==> src/rtl/input_unit_split_arbiter.sv <==
// ---------------------------------------------------------------------------
// input_unit_split_arbiter
//
// Purpose: arbitrates the SPLIT buffers of one router input unit towards two
// independent consumers:
//   * RC arbiter:   combinational round-robin over rc_req_split. The grant is
//                   gated by rc_ready. The pointer advances past the winner.
//   * SA controller: IDLE/REQ/LOCK FSM. It picks one split (sa_win) and holds
//                   it for a whole packet (wormhole) until the tail flit is
//                   acknowledged.
//
// Handshakes: a request bit is a level that the split holds while it waits.
// rc_req/rc_ready: a transfer happens in any cycle where rc_grant_split is
// nonzero. sa_req/sa_ack: a flit moves only in a cycle where sa_grant_split
// is nonzero and sa_ack=1. An sa_ack seen while sa_grant_split is zero moves
// nothing and is ignored.
//
// Optional feature: define SPLIT_ARB_WDOG_EN to build in the REQ-state
// watchdog and the sa_timeout port.
//
// Ports:
//   clk, rst        clock, synchronous active-high reset
//   rc_req_split    per-split RC request        rc_ready     RC can accept
//   rc_grant_split  one-hot/zero RC grant
//   sa_req_split    per-split SA request        sa_tail_split head is tail
//   sa_ack          allocator accepted flit     sa_grant_split one-hot/zero
//   sa_locked       FSM in LOCK (packet in flight)
//   sa_timeout      1-cycle watchdog pulse (SPLIT_ARB_WDOG_EN only)
//   dbg_state_o     SA FSM state: 0=IDLE, 1=REQ, 2=LOCK
//   dbg_rc_ptr_o    RC round-robin pointer
//   dbg_sa_ptr_o    SA round-robin pointer
//
// SPLIT must be at least 2.
// ---------------------------------------------------------------------------
module input_unit_split_arbiter #(
    parameter int SPLIT      = 4,
    parameter int WDOG_LIMIT = 15
) (
    input  logic                     clk,
    input  logic                     rst,
    input  logic [SPLIT-1:0]         rc_req_split,
    input  logic                     rc_ready,
    output logic [SPLIT-1:0]         rc_grant_split,
    input  logic [SPLIT-1:0]         sa_req_split,
    input  logic [SPLIT-1:0]         sa_tail_split,
    input  logic                     sa_ack,
    output logic [SPLIT-1:0]         sa_grant_split,
    output logic                     sa_locked,
`ifdef SPLIT_ARB_WDOG_EN
    output logic                     sa_timeout,
`endif
    output logic [1:0]               dbg_state_o,
    output logic [$clog2(SPLIT)-1:0] dbg_rc_ptr_o,
    output logic [$clog2(SPLIT)-1:0] dbg_sa_ptr_o
);
    localparam int PW = $clog2(SPLIT);

    typedef enum logic [1:0] {
        S_IDLE = 2'd0,
        S_REQ  = 2'd1,
        S_LOCK = 2'd2
    } sa_state_e;

    typedef logic [PW-1:0] ptr_t;

    // (p + 1) mod SPLIT; also correct when SPLIT is not a power of two.
    function automatic ptr_t ptr_inc(input ptr_t p);
        if (int'(p) == SPLIT - 1) return '0;
        return p + ptr_t'(1);
    endfunction

    // Round-robin pick: the first requester at or after ptr, wrapping.
    // The scan runs from the farthest offset down to the nearest. The nearest
    // requester is found last and overwrites any farther one.
    function automatic logic [SPLIT-1:0] rr_onehot(input logic [SPLIT-1:0] req,
                                                   input ptr_t ptr);
        logic [SPLIT-1:0] g;
        int               k;
        ptr_t             kk;
        g = '0;
        for (int i = SPLIT - 1; i >= 0; i--) begin
            k = int'(ptr) + i;
            if (k >= SPLIT) k = k - SPLIT;
            kk = ptr_t'(k);
            if (req[kk]) begin
                g     = '0;
                g[kk] = 1'b1;
            end
        end
        return g;
    endfunction

    function automatic ptr_t oh2idx(input logic [SPLIT-1:0] oh);
        ptr_t r;
        r = '0;
        for (int i = 0; i < SPLIT; i++) begin
            if (oh[i]) r = r | ptr_t'(i);
        end
        return r;
    endfunction

    sa_state_e        state_q;
    logic [SPLIT-1:0] sa_win_q;
    ptr_t             sa_ptr_q;
    ptr_t             rc_ptr_q, rc_ptr_d;
    logic [SPLIT-1:0] rc_pick;
    logic             sa_ack_eff;
    logic             win_tail;
    logic             win_req;
    ptr_t             win_next;
`ifdef SPLIT_ARB_WDOG_EN
    logic [3:0]       wdog_q;
    logic             timeout_q;
`endif

    // RC arbiter: zero latency. The pointer moves only when a grant goes out.
    always_comb begin
        rc_pick        = rr_onehot(rc_req_split, rc_ptr_q);
        rc_grant_split = rc_ready ? rc_pick : '0;
        rc_ptr_d       = rc_ptr_q;
        if (|rc_grant_split) rc_ptr_d = ptr_inc(oh2idx(rc_grant_split));
    end

    // The winner keeps its grant only while it still requests. This also
    // makes sa_ack without a visible grant a no-op.
    assign sa_grant_split = (state_q != S_IDLE) ? (sa_win_q & sa_req_split) : '0;
    assign sa_ack_eff     = sa_ack & (|sa_grant_split);
    assign win_tail       = |(sa_win_q & sa_tail_split);
    assign win_req        = |(sa_win_q & sa_req_split);
    assign win_next       = ptr_inc(oh2idx(sa_win_q));

    always_ff @(posedge clk) begin
        if (rst) begin
            state_q   <= S_IDLE;
            sa_win_q  <= '0;
            sa_ptr_q  <= '0;
            rc_ptr_q  <= '0;
`ifdef SPLIT_ARB_WDOG_EN
            wdog_q    <= '0;
            timeout_q <= 1'b0;
`endif
        end else begin
            rc_ptr_q <= rc_ptr_d;
`ifdef SPLIT_ARB_WDOG_EN
            timeout_q <= 1'b0;
            wdog_q    <= '0;
`endif
            case (state_q)
                S_IDLE: begin
                    if (|sa_req_split) begin
                        state_q  <= S_REQ;
                        sa_win_q <= rr_onehot(sa_req_split, sa_ptr_q);
                    end
                end
                S_REQ: begin
                    if (sa_ack_eff) begin
                        if (win_tail) begin
                            state_q  <= S_IDLE;
                            sa_ptr_q <= win_next;
                        end else begin
                            state_q  <= S_LOCK;
                        end
                    end else if (!win_req) begin
                        // Winner withdrew before any flit moved; its turn is not consumed.
                        state_q <= S_IDLE;
                    end
`ifdef SPLIT_ARB_WDOG_EN
                    else if (wdog_q == 4'(WDOG_LIMIT - 1)) begin
                        // This is the WDOG_LIMIT-th stalled REQ cycle: give the turn away.
                        state_q   <= S_IDLE;
                        sa_ptr_q  <= win_next;
                        timeout_q <= 1'b1;
                    end else begin
                        wdog_q <= wdog_q + 4'd1;
                    end
`endif
                end
                S_LOCK: begin
                    // Wormhole hold: only the acknowledged tail releases the grant.
                    if (sa_ack_eff && win_tail) begin
                        state_q  <= S_IDLE;
                        sa_ptr_q <= win_next;
                    end
                end
                default: state_q <= S_IDLE;
            endcase
        end
    end

    assign sa_locked    = (state_q == S_LOCK);
    assign dbg_state_o  = state_q;
    assign dbg_rc_ptr_o = rc_ptr_q;
    assign dbg_sa_ptr_o = sa_ptr_q;
`ifdef SPLIT_ARB_WDOG_EN
    assign sa_timeout   = timeout_q;
`endif

endmodule

==> config.mk <==
export PLATFORM = sky130hd
export DESIGN_NAME = input_unit_split_arbiter
export DESIGN_NICKNAME = d
export VERILOG_FILES = /design/src/rtl/input_unit_split_arbiter.sv
export SDC_FILE = /design/constraint.sdc
export NUM_CORES = 1
export LEC_CHECK = 0
export CAP_MARGIN = 40
export CELL_PAD_IN_SITES_DETAIL_PLACEMENT = 1
export CELL_PAD_IN_SITES_GLOBAL_PLACEMENT = 1
export CORE_ASPECT_RATIO = 2
export CORE_MARGIN = 1
export CORE_UTILIZATION = 40
export CTS_CLUSTER_DIAMETER = 100
export DETAILED_ROUTE_END_ITERATION = 8
export GPL_TIMING_DRIVEN = 0
export PLACE_DENSITY = 0.85
export SYNTH_ARGS = -nofsm -noshare
export SYNTH_HDL_FRONTEND = slang
export SYNTH_SLANG_ARGS = --single-unit
==> constraint.sdc <==
create_clock -name clk -period 4.1 [get_ports clk]
set_clock_uncertainty 0.2 [all_clocks]
set_input_delay 0.82 -clock clk [delete_from_list [all_inputs] [get_ports clk]]
set_output_delay 0.82 -clock clk [all_outputs]
set_load 0.1 [all_outputs]
==> results by group <==
GRT
  – Initial antenna violation count: 0
  – Total track usage: around 29%
  – Pin count of the biggest net entering global routing: 11
  – Vias in the first global route: ~1.6k
  – Overflow left after global routing: 0
  – First-pass GRT wire length: slightly above 8 mm

Drt
  – Routed length on met1: ~1.7 mm
  – Drt drc: 0
  – Via count: ~1.5k
  – Initial drt markers: 48
  – DRT antenna net count: 0
  – Routed len/inst: 22.67 um
  – Max Used Layer: met4
  – First-pass iteration count of the detailed router: 4
  – WL met3: about 120 um
  – Drt total wl: approximately 5.3 mm
  – Avg Vias per Cell: around 6.4
  – Metal2 WL: roughly 3.3 mm

Yosys
  – Post-synthesis async set-or-reset flop share: 0%
  – Adder-cell share of the synthesized area: between 10% and 20%
  – Most numerous cell in the Yosys netlist: ha_1
  – Main combinational cell family by area after synthesis: multiplexers
  – Post-synth top area cell: dfxtp_1
  – Syn nets: approximately 180
  – Post-synthesis mux area share: a little under a quarter
  – Yosys reg bits: 10
  – EDFF count, synth: 0
  – Synth Cell Area: 0.001350 mm2
  – Post-synthesis sequential area ratio: approximately 15%
  – Synth Instances: around 150
  – Simple-Gate Fraction of Synth Area: between 10% and 20%
  – Top_reg_cell synth: dfxtp_1
  – Number of library cell types mapped by synthesis: 36
  – Post-synthesis average cell area: between 8 and 9 um2
  – Most frequent cells after synthesis: ha_1 (16), nand2_1 (13), a21oi_1 (12), nor2_1 (12)
  – Synth area leaders: dfxtp_1 (15%), ha_1 (15%), mux4_2 (13%)
  – Synth Area in Compound Gates: between 20 and 25%
  – Yosys warnings: 0
  – Synth Area in XOR/XNOR: ~1.3%
  – Area fraction of the dominant cell type after synthesis: about 15%

Clock tree
  – Root buf cell: clkbuf_8
  – Hold_buf cts: 0
  – Clk sinks: 10
  – CTS tree: yes
  – Worst-Skew Late Latency: about 250 ps
  – Clk pin slew, worst setup/hold paths: 50 ps
  – Max H-tree Level: 1
  – CTS Buf Count: 3
  – CTS Buffer Depth: 2

Power and ir drop
  – Internal power: 0.5035 mW
  – Pwr Total: approximately 1.0 mW
  – Logic pwr share: approximately three quarters
  – P_leak: ~0.79 nW
  – Clock share of power: between 10 and 15%
  – P_sw: 0.5162 mW
  – Peak supply drop: around 0.00036 V
  – Power Dens Cells: 489.5 mW/mm2
  – Seq pwr share: around an eighth
  – Sw frac: roughly half

Worst setup path
  – Crit path capture type: output port
  – Critical path class: in -> out
  – Worst path required time: 3080 ps
  – Startpoint types: input pin
  – Crit path DAT: just over 3000 ps
  – Worst-path maximum fanout: 7

Timing
  – Setup WS post-layout: 41.52 ps
  – Setup TNS: 0 ps
  – Final period util: 98.99%
  – Fin crit period: ~4100 ps
  – Relative slew margins: between 40% and 50%
  – Hold Violations, Final: 0
  – WHS: about 400 ps
  – # setup viols final: 0
  – Max frequency: around 0.25 GHz
  – Slew @ Worst Pin: between 800 and 900 ps
  – Slew Limit Fails: 0
  – Unrepaired setup endpoints after global routing: yes

Floorplan
  – Die height: between 80 and 90 um
  – DIE AREA: about 0.0036 mm2
  – Initial Util: about 42%
  – Core area: 0.003193 mm2
  – Num rows: 29
  – # IOs: 31
  – Die X: between 40 and 50 um

Hold path
  – Worst hold-check path type: reg -> reg

Final layout
  – ANT cells: 0
  – Fillers: about 360
  – Layout cells sized above 1: roughly 26%
  – Register Area: slightly above 200 um2
  – Final Non-Filler Cells: about 240
  – Area of the multi-input gates: between 0.001 and 0.0015 mm2
  – Final net count: about 240
  – Area grow syn2layout: 54.31%

Placed design
  – HPWL Detailed: roughly 3.9 mm
  – DP Cell Count: 227
  – Placer Congestion: 0.9422
  – Port Buf Inserts: 29
  – Pre-CTS setup slack: -577.5 ps

Run status
  – Outcome: finished, final reports clean

Job
  – Max-cap violations: 0
## flip-flops by register name, summed over array words and instances, names as in the netlist
register	flops
dbg_sa_ptr_o	2
dbg_rc_ptr_o	2
dbg_state_o	2
sa_win_q	4
## area by class of cell
type                       instances  area share [%]
inverter                          10           2.162
multi-input combinational        126           55.14
clock buffer                       4           2.643
sequential                        10           9.850
buffer                             6           1.802
timing repair buffer              49           26.55
tap                               31           1.862
## cells in the final DEF, fill, tap and decap left out, drive strengths merged, types with 5 or more instances in the layout
master,synthesis,final
mux4,8,8
mux2i,10,10
a21oi,12,12
clkdlybuf4s50,0,23
nand2b,6,6
inv,10,8
ha,16,16
o22ai,7,7
a22oi,6,6
nor3,5,5
dfxtp,10,10
clkbuf,3,7
buf,3,25
nand2,13,13
nor2,12,12
## metal layers
layer  track usage [%]  vias up
met5                 0        -
met4             12.95        0
met3             1.505       14
met2             60.38       45
met1             26.04      763
li1                  -      679
## power groups by stage
| stage | Combinational (mW) | Clock (mW) | Sequential (mW) |
|---|---|---|---|
| 6_report | 0.755 | 0.131 | 0.133 |
| 5_1_grt | 0.788 | 0.133 | 0.135 |
| 4_1_cts | 0.709 | 0.129 | 0.132 |
| 3_5_place_dp | 0.654 | 0 | 0.133 |
| 3_3_place_gp | 0.551 | 0 | 0.133 |
| 2_1_floorplan | 0.393 | 0 | 0.179 |
## repair_timing
| item | 4_1_cts | 5_1_grt |
|---|---|---|
| pin swaps | 2 | 4 |
| setup endpoints to repair | 4 | 3 |
| gates cloned | 0 | 0 |
| resized for setup | 12 | 6 |
| setup buffers | 3 | 4 |
## metrics by stage
| step | area, um2 | utilization [%] |
|---|---|---|
| global route | 2083 | 65.24 |
| global placement | 1700 | 53.25 |
| CTS | 2037 | 63.79 |
| finish | 2083 | 65.24 |
| detailed placement | 1926 | 60.31 |
| floorplan | 1371 | - |
## cell families after synthesis
group / count (synthesis)
adder cells (fa/ha/maj): 16
buffers and inverters: 16
XOR/XNOR: 2
AND/OR/NAND/NOR: 50
multiplexers: 21
flip-flops: 10
AO/OA/AOI/OAI: 37
## critical path: stages
cell and delay (ps):
dlygate4sd2_1 310, mux4_2 590, buf_4 190, a2111oi_4 360, o21ai_4 110, clkdlybuf4s50_1 470
buf_8 180
## worst paths after layout
check / from / endpoint / slack, ps / depth (start not counted)
min reg2reg: sa_win_q[0] / sa_win_q[0] / 410 / 2
max: rc_req_split[2] / rc_grant_split[1] / 40 / 7
max reg2reg: dbg_sa_ptr_o[0] / sa_win_q[3] / 1100 / 9
min: sa_win_q[0] / sa_win_q[0] / 410 / 2
No activity file was read; power rests on OpenSTA's default activity.
